[src/rtl/weight_arb_pkg.sv]
// Shared types, default sizes and the wrap-around round-robin search for the SRAM arbiters.
`ifndef WEIGHT_SRAM_LEN
`define WEIGHT_SRAM_LEN 64
`endif

package weight_arb_pkg;

  typedef enum logic [1:0] {
    IDLE    = 2'd0,
    ISSUE   = 2'd1,
    WAIT    = 2'd2,
    DELIVER = 2'd3
  } arb_state_t;

  localparam int unsigned DEF_NUM_PU   = 4;
  localparam int unsigned DEF_ADDR_W   = 16;
  localparam int unsigned DEF_WORD_W   = `WEIGHT_SRAM_LEN;
  localparam int unsigned DEF_SRAM_LAT = 2;
  localparam int unsigned RR_MAX       = 16;

  // Returns {valid, index}: first set bit of req at or above ptr, wrapping modulo n (n a power of two).
  function automatic logic [4:0] rr_search(input logic [RR_MAX-1:0] req,
                                           input logic [3:0] ptr,
                                           input int unsigned n);
    logic [4:0] res;
    logic [3:0] idx;
    res = '0;
    for (int unsigned k = 0; k < RR_MAX; k++) begin
      idx = 4'((32'(ptr) + k) & (n - 1));
      if (k < n && !res[4] && req[idx]) res = {1'b1, idx};
    end
    return res;
  endfunction

endpackage

[src/rtl/weight_sram_arbiter_rr_grant.sv]
// Combinational round-robin picker; reusable by any N-way single-port SRAM arbiter.
module rr_grant
  import weight_arb_pkg::*;
#(
  parameter int unsigned N = 4
) (
  input  logic [N-1:0]         req,
  input  logic [$clog2(N)-1:0] rr_ptr,
  output logic [$clog2(N)-1:0] grant_idx,
  output logic                 grant_valid
);

  localparam int unsigned IW = $clog2(N);

  logic [4:0] res;
  logic       unused_res;

  always_comb begin
    res         = rr_search(16'(req), 4'(rr_ptr), N);
    grant_valid = res[4];
    grant_idx   = res[IW-1:0];
  end

  assign unused_res = ^res;

endmodule

[src/rtl/weight_sram_arbiter.sv]
// Round-robin arbiter sharing one weight-SRAM read port between NUM_PU buffers.
// Define WEIGHT_ARB_STATS_EN to add grant_count / stall_count statistics outputs.
module weight_sram_arbiter
  import weight_arb_pkg::*;
#(
  parameter int unsigned NUM_PU   = DEF_NUM_PU,
  parameter int unsigned ADDR_W   = DEF_ADDR_W,
  parameter int unsigned WORD_W   = DEF_WORD_W,
  parameter int unsigned SRAM_LAT = DEF_SRAM_LAT
) (
  input  logic                     clock,
  input  logic                     reset_n,
  input  logic [NUM_PU-1:0]        word_read,
  input  logic [NUM_PU*32-1:0]     word_counter,
  input  logic [NUM_PU-1:0]        pu_enable,
  input  logic [NUM_PU*ADDR_W-1:0] stream_base,
  output logic [NUM_PU-1:0]        word_ready,
  output logic [WORD_W-1:0]        SRAM_out,
  output logic                     sram_en,
  output logic [ADDR_W-1:0]        sram_addr,
  input  logic [WORD_W-1:0]        sram_rdata,
  output logic                     busy
`ifdef WEIGHT_ARB_STATS_EN
  ,
  output logic [NUM_PU*32-1:0]     grant_count,
  output logic [31:0]              stall_count
`endif
);

  localparam int unsigned IW       = $clog2(NUM_PU);
  localparam logic [1:0]  LAT_INIT = 2'(SRAM_LAT - 1);

  arb_state_t          state;
  logic [IW-1:0]       g;
  logic [IW-1:0]       rr_ptr;
  logic [1:0]          lat_cnt;
  logic [WORD_W-1:0]   data_q;

  logic [IW-1:0]       sel_idx;
  logic                sel_valid;
  logic                req_g;
  logic                en_g;
  logic                deliver_done;
  logic [ADDR_W-1:0]   base_g;
  logic [ADDR_W-1:0]   cnt_g;

  rr_grant #(.N(NUM_PU)) u_rr_grant (
    .req         (word_read),
    .rr_ptr      (rr_ptr),
    .grant_idx   (sel_idx),
    .grant_valid (sel_valid)
  );

  always_comb begin
    req_g        = word_read[g];
    en_g         = pu_enable[g];
    base_g       = stream_base[g*ADDR_W +: ADDR_W];
    cnt_g        = word_counter[g*32 +: ADDR_W];
    deliver_done = (state == DELIVER) && req_g && en_g;
  end

  // Every non-IDLE state drops the transaction as soon as the granted request falls.
  always_ff @(posedge clock or negedge reset_n) begin
    if (!reset_n) begin
      state   <= IDLE;
      g       <= '0;
      rr_ptr  <= '0;
      lat_cnt <= '0;
      data_q  <= '0;
    end else begin
      case (state)
        IDLE: begin
          if (sel_valid) begin
            g     <= sel_idx;
            state <= ISSUE;
          end
        end
        ISSUE: begin
          if (!req_g) state <= IDLE;
          else begin
            lat_cnt <= LAT_INIT;
            state   <= WAIT;
          end
        end
        WAIT: begin
          if (!req_g) state <= IDLE;
          else if (lat_cnt == 2'd0) begin
            data_q <= sram_rdata;
            state  <= DELIVER;
          end else lat_cnt <= lat_cnt - 2'd1;
        end
        DELIVER: begin
          if (!req_g) state <= IDLE;
          else if (en_g) begin
            rr_ptr <= g + 1'b1;
            state  <= IDLE;
          end
        end
        default: state <= IDLE;
      endcase
    end
  end

  always_comb begin
    busy       = (state != IDLE);
    sram_en    = (state == ISSUE);
    sram_addr  = (state == ISSUE) ? (base_g + cnt_g) : '0;
    SRAM_out   = data_q;
    word_ready = '0;
    if (state == DELIVER && req_g) word_ready[g] = 1'b1;
  end

`ifdef WEIGHT_ARB_STATS_EN
  always_ff @(posedge clock or negedge reset_n) begin
    if (!reset_n) begin
      grant_count <= '0;
      stall_count <= '0;
    end else begin
      for (int unsigned i = 0; i < NUM_PU; i++) begin
        if (deliver_done && 32'(g) == i && grant_count[i*32 +: 32] != '1)
          grant_count[i*32 +: 32] <= grant_count[i*32 +: 32] + 32'd1;
      end
      if (|word_read && state != IDLE && stall_count != '1)
        stall_count <= stall_count + 32'd1;
    end
  end
`endif

endmodule

[config.mk]
export PLATFORM = sky130hd
export DESIGN_NAME = weight_sram_arbiter
export DESIGN_NICKNAME = d
export VERILOG_FILES = /design/src/rtl/weight_arb_pkg.sv /design/src/rtl/weight_sram_arbiter_rr_grant.sv /design/src/rtl/weight_sram_arbiter.sv
export SDC_FILE = /design/constraint.sdc
export NUM_CORES = 1
export LEC_CHECK = 0
export ABC_AREA = 1
export BUFFER_PORTS_ARGS = -buffer_cell sky130_fd_sc_hd__buf_2
export CAP_MARGIN = 10
export CORE_AREA = 2 2 136 138
export CTS_CLUSTER_DIAMETER = 120
export DETAILED_ROUTE_END_ITERATION = 16
export DIE_AREA = 0 0 138 140
export MAX_ROUTING_LAYER = met4
export PLACE_DENSITY = 0.62
export SLEW_MARGIN = 30
export SYNTH_ARGS = -nofsm -noshare
export SYNTH_HDL_FRONTEND = slang
export SYNTH_HIERARCHICAL = 1
export SYNTH_SLANG_ARGS = --single-unit
export TNS_END_PERCENT = 1
[constraint.sdc]
create_clock -name clock -period 3.06 [get_ports clock]
set_input_delay 0.459 -clock clock [delete_from_list [all_inputs] [get_ports clock]]
set_output_delay 0.459 -clock clock [all_outputs]
set_load 0.005 [all_outputs]
==> metrics.csv <==
stage,metric,value,unit
routing,DR WL/cell,13.7,um
worst_setup_path,Crit Path Class,flop to output port,
timing,final-report hold violation count,0,
pwr,switching pwr,4.34,mW
yosys,asr flop ratio synth,100,%
global_route,global router's overall resource usage,19.3,%
placed_design,worst setup slack after placement,0.136,ns
floorplanning,Core Area,17800,sq um
yosys,post-synthesis instance total,799,
yosys,"flops & latches, synth",72,
worst_setup_path,maximum fanout along the worst path,7,
yosys,top post-synthesis cells by count,"nand2_1 (267), nor2_1 (97), nand3_1 (83)",
placed_design,placed instance area,6840,sq um
placed_design,DPL Wire Length,13700,um
worst_setup_path,buffers plus inverters on the worst setup path,3,
yosys,fraction of synthesized cell area taken by the top area cell type,35.0,%
global_route,pin count of the biggest net entering global routing,65,
yosys,"Seq/Total Area, Yosys",35.0,%
routing,first-pass iteration count of the detailed router,4,
timing,portion of the clock cycle consumed by the worst path in the final layout,103,%
routing,starting DRC count in detailed routing,208,
global_route,via count of the first global-routing pass,6120,
cts,clock tree from TritonCTS,yes,
cts,source-to-sink clock delay at the later pin of the worst-skew pair,0.33,ns
worst_setup_path,crit start category,flop,
pwr,Power Dens Cells,1190,nW/um^2
pwr,power share of the clock group,11.0,%
pwr,Final Power,8.91,mW
yosys,net count of the mapped netlist,1086,
yosys,count of distinct cell types in the synthesized netlist,31,
pwr,Peak supply drop,0.654,mV
cts,H-tree depth,3,
yosys,mean instance size in the synthesized netlist,6.45,sq um
run_status,violated checks,setup timing,
timing,unrepaired setup endpoints after global routing,yes,
run_status,result of the run,"complete, but fails checks",
timing,Final setup viols,9,
yosys,number of flops mapped to enable cells by yosys,0,
worst_setup_path,data arrival at the endpoint of the critical path,2.69,ns
timing,final sum of negative setup slack,-0.510,ns
placed_design,IO buf count,287,
yosys,most frequent cell after synthesis,nand2_1,
timing,relative slew slack,55.7,%
timing,worst path setup slack after routing,-0.0934,ns
floorplanning,y dimension of the die,140,um
pwr,sequential share of power,18.4,%
cts,TritonCTS Buffers,9,
worst_setup_path,ordered list of cells on the worst path,buf_6 -> buf_16 -> o21ai_0 -> o22ai_2 -> fa_2 -> nand2_2 -> nand2_1 -> nand3b_1 -> nand2_2 -> nand2_1 -> nand2_1 -> nand2_1 -> nand2_1 -> nor2_2 -> buf_2,
worst_setup_path,biggest cell delay along the critical path,0.52,ns
worst_hold_path,path class of the lowest-slack min-delay path,input port to asynchronous set/reset pin,
global_route,global-route wire length before repair,30000,um
yosys,top_reg_cell synth,dfrtp_1,
pwr,cell internal pwr,4.57,mW
pwr,leak pwr,4.31,nW
timing,final critical-path required period,3.15,ns
timing,Clock Skews,0.00968,ns
worst_setup_path,critical path's slowest cell,dfrtp_2,
cells_and_area,area added between synthesis and finish,45.1,%
routing,routed vias,6229,
routing,total detailed-routing wirelength,18200,um
timing,actual slew at the worst max-slew pin,0.665,ns
routing,final routed DRC violation total,0,
floorplanning,FP Rows,49,
floorplanning,number of top-level design ports,352,
cts,"Reg clk slew, reported paths",0.06,ns
yosys,dominant cell type by area after synthesis,dfrtp_1,
pwr,Comb pwr share,70.6,%
worst_setup_path,kind of end point of the critical path,output port,
floorplanning,effective utilization at floorplan,29.0,%
pwr,Net Sw Frac,48.7,%
yosys,Ys Warns,6,
placed_design,RePlAce Congestion,0.819,
floorplanning,die footprint,19300,sq um
worst_setup_path,dominant cell type by count on the critical path,nand2_1,
run,Maximum Capacitance Violations,0,
cells_and_area,fraction of final layout cells with drive strength greater than 1,34.7,%
cts,maximum count of clock buffers along a single path,2,
cts,number of sinks handled by clock tree synthesis,72,
cells_and_area,final instance area,7480,sq um
timing,Highest Clock Rate,0.317,GHz
cells_and_area,Final Util,42.1,%
global_route,global-route congestion overflow total,0,
routing,Routed Antenna Nets,0,
routing,vias per std cell,4.70,
worst_setup_path,required time at the endpoint of the critical path,2.60,ns
worst_setup_path,category of cells accounting for the largest share of critical-path delay,simple AND/OR/NAND/NOR gates,
cts,Clock Root Buffer,clkbuf_16,
yosys,area of the mapped netlist,5150,sq um
yosys,Area contributors post-synth,"dfrtp_1 (35%), nand2_1 (19%), nand3_1 (8.1%)",
floorplanning,DIE WIDTH,138,um
cells_and_area,"Net count, final",1375,
timing,Final Slew Violations,0,
global_route,number of antenna violations at the first check in global routing,4,
==> sequential cells by signal, summed over array words and instances (netlist names) <==
register and cells:
SRAM_out 64, g 2, rr_ptr 2, lat_cnt 2
state 2
==> metrics by stage <==
| step | hold slack [ns] | cells |
|---|---|---|
| final | 0.100 | 1326 |
| after global routing | 0.133 | 1326 |
| after CTS | 0.293 | 1322 |
| after detailed placement | 0.453 | 1288 |
| after global placement | 0.448 | 1288 |
| after floorplan | 0.163 | 799 |
==> worst paths after layout <==
path	startpoint	to	slack, ns	cells after the start
max reg2reg	g[0]	SRAM_out[23]	0.63	8
max	g[0]	sram_addr[10]	-0.09	15
min in group clock	sram_rdata[57]	SRAM_out[57]	0.36	3
min	reset_n	SRAM_out[48]	0.10	1
min reg2reg	SRAM_out[53]	SRAM_out[53]	0.46	2
max in group asynchronous	reset_n	SRAM_out[36]	2.37	2
==> cells in the final DEF, fill, tap and decap left out, types with 3 or more instances in the layout <==
master / n
nor2_2: 5
o21ai_2: 3
buf_2: 286
o21ai_1: 19
nand3b_1: 4
a21oi_1: 16
inv_2: 3
inv_1: 64
dfrtp_1: 71
nor2_1: 92
o22ai_1: 28
ha_1: 18
nand3_1: 83
diode_2: 4
buf_4: 21
o21ai_0: 50
nand2_2: 13
a21oi_2: 4
buf_12: 5
nand2_1: 260
clkbuf_16: 9
==> cell families after synthesis <==
logic type                 Yosys count  share of synthesized area (%)
and+or+nand+nor                    470                           37.8
AOI/OAI and AO/OA                  124                           12.8
buffers and inverters              110                           8.84
DFF                                 72                           35.0
adders and majority gates           21                           5.24
xor gates and xnor gates             2                          0.340
==> cell type report <==
cell class | instances | area [sq um]
Clock inverter | 6 | 42.5
Multi-Input combinational cell | 617 | 2980
Fill cell | 1930 | 10300
Sequential cell | 72 | 1800
Tap cell | 229 | 287
Timing Repair Buffer | 319 | 1850
Timing Repair inverter | 1 | 3.75
Antenna cell | 4 | 10.0
Inverter | 68 | 263
Clock buffer | 10 | 239
==> per-layer routing <==
layer | wire length [um] | GRT usage, %
met1 | 7380 | 21.9
met2 | 9300 | 34.7
met3 | 1180 | 3.76
met4 | 297 | 5.48
met5 | 0 | -
==> what timing repair did <==
action	in CTS	in global routing
setup buffers	13	0
endpoints found under the hold margin	0	0
cloned	5	0
gates resized for setup	47	8
pin swaps	16	4
endpoints found under the setup margin	11	12
hold buffers	0	0
==> power by group through the flow <==
stage	Combinational (mW)	Clock, mW	Sequential, mW
2_1_floorplan	3.67	0	1.65
3_3_place_gp	5.48	0	1.61
3_5_place_dp	5.53	0	1.63
4_1_cts	6.30	1.01	1.64
5_1_grt	7.14	1.05	1.70
6_report	6.29	0.978	1.64
Power figures use the tool's default switching activity.
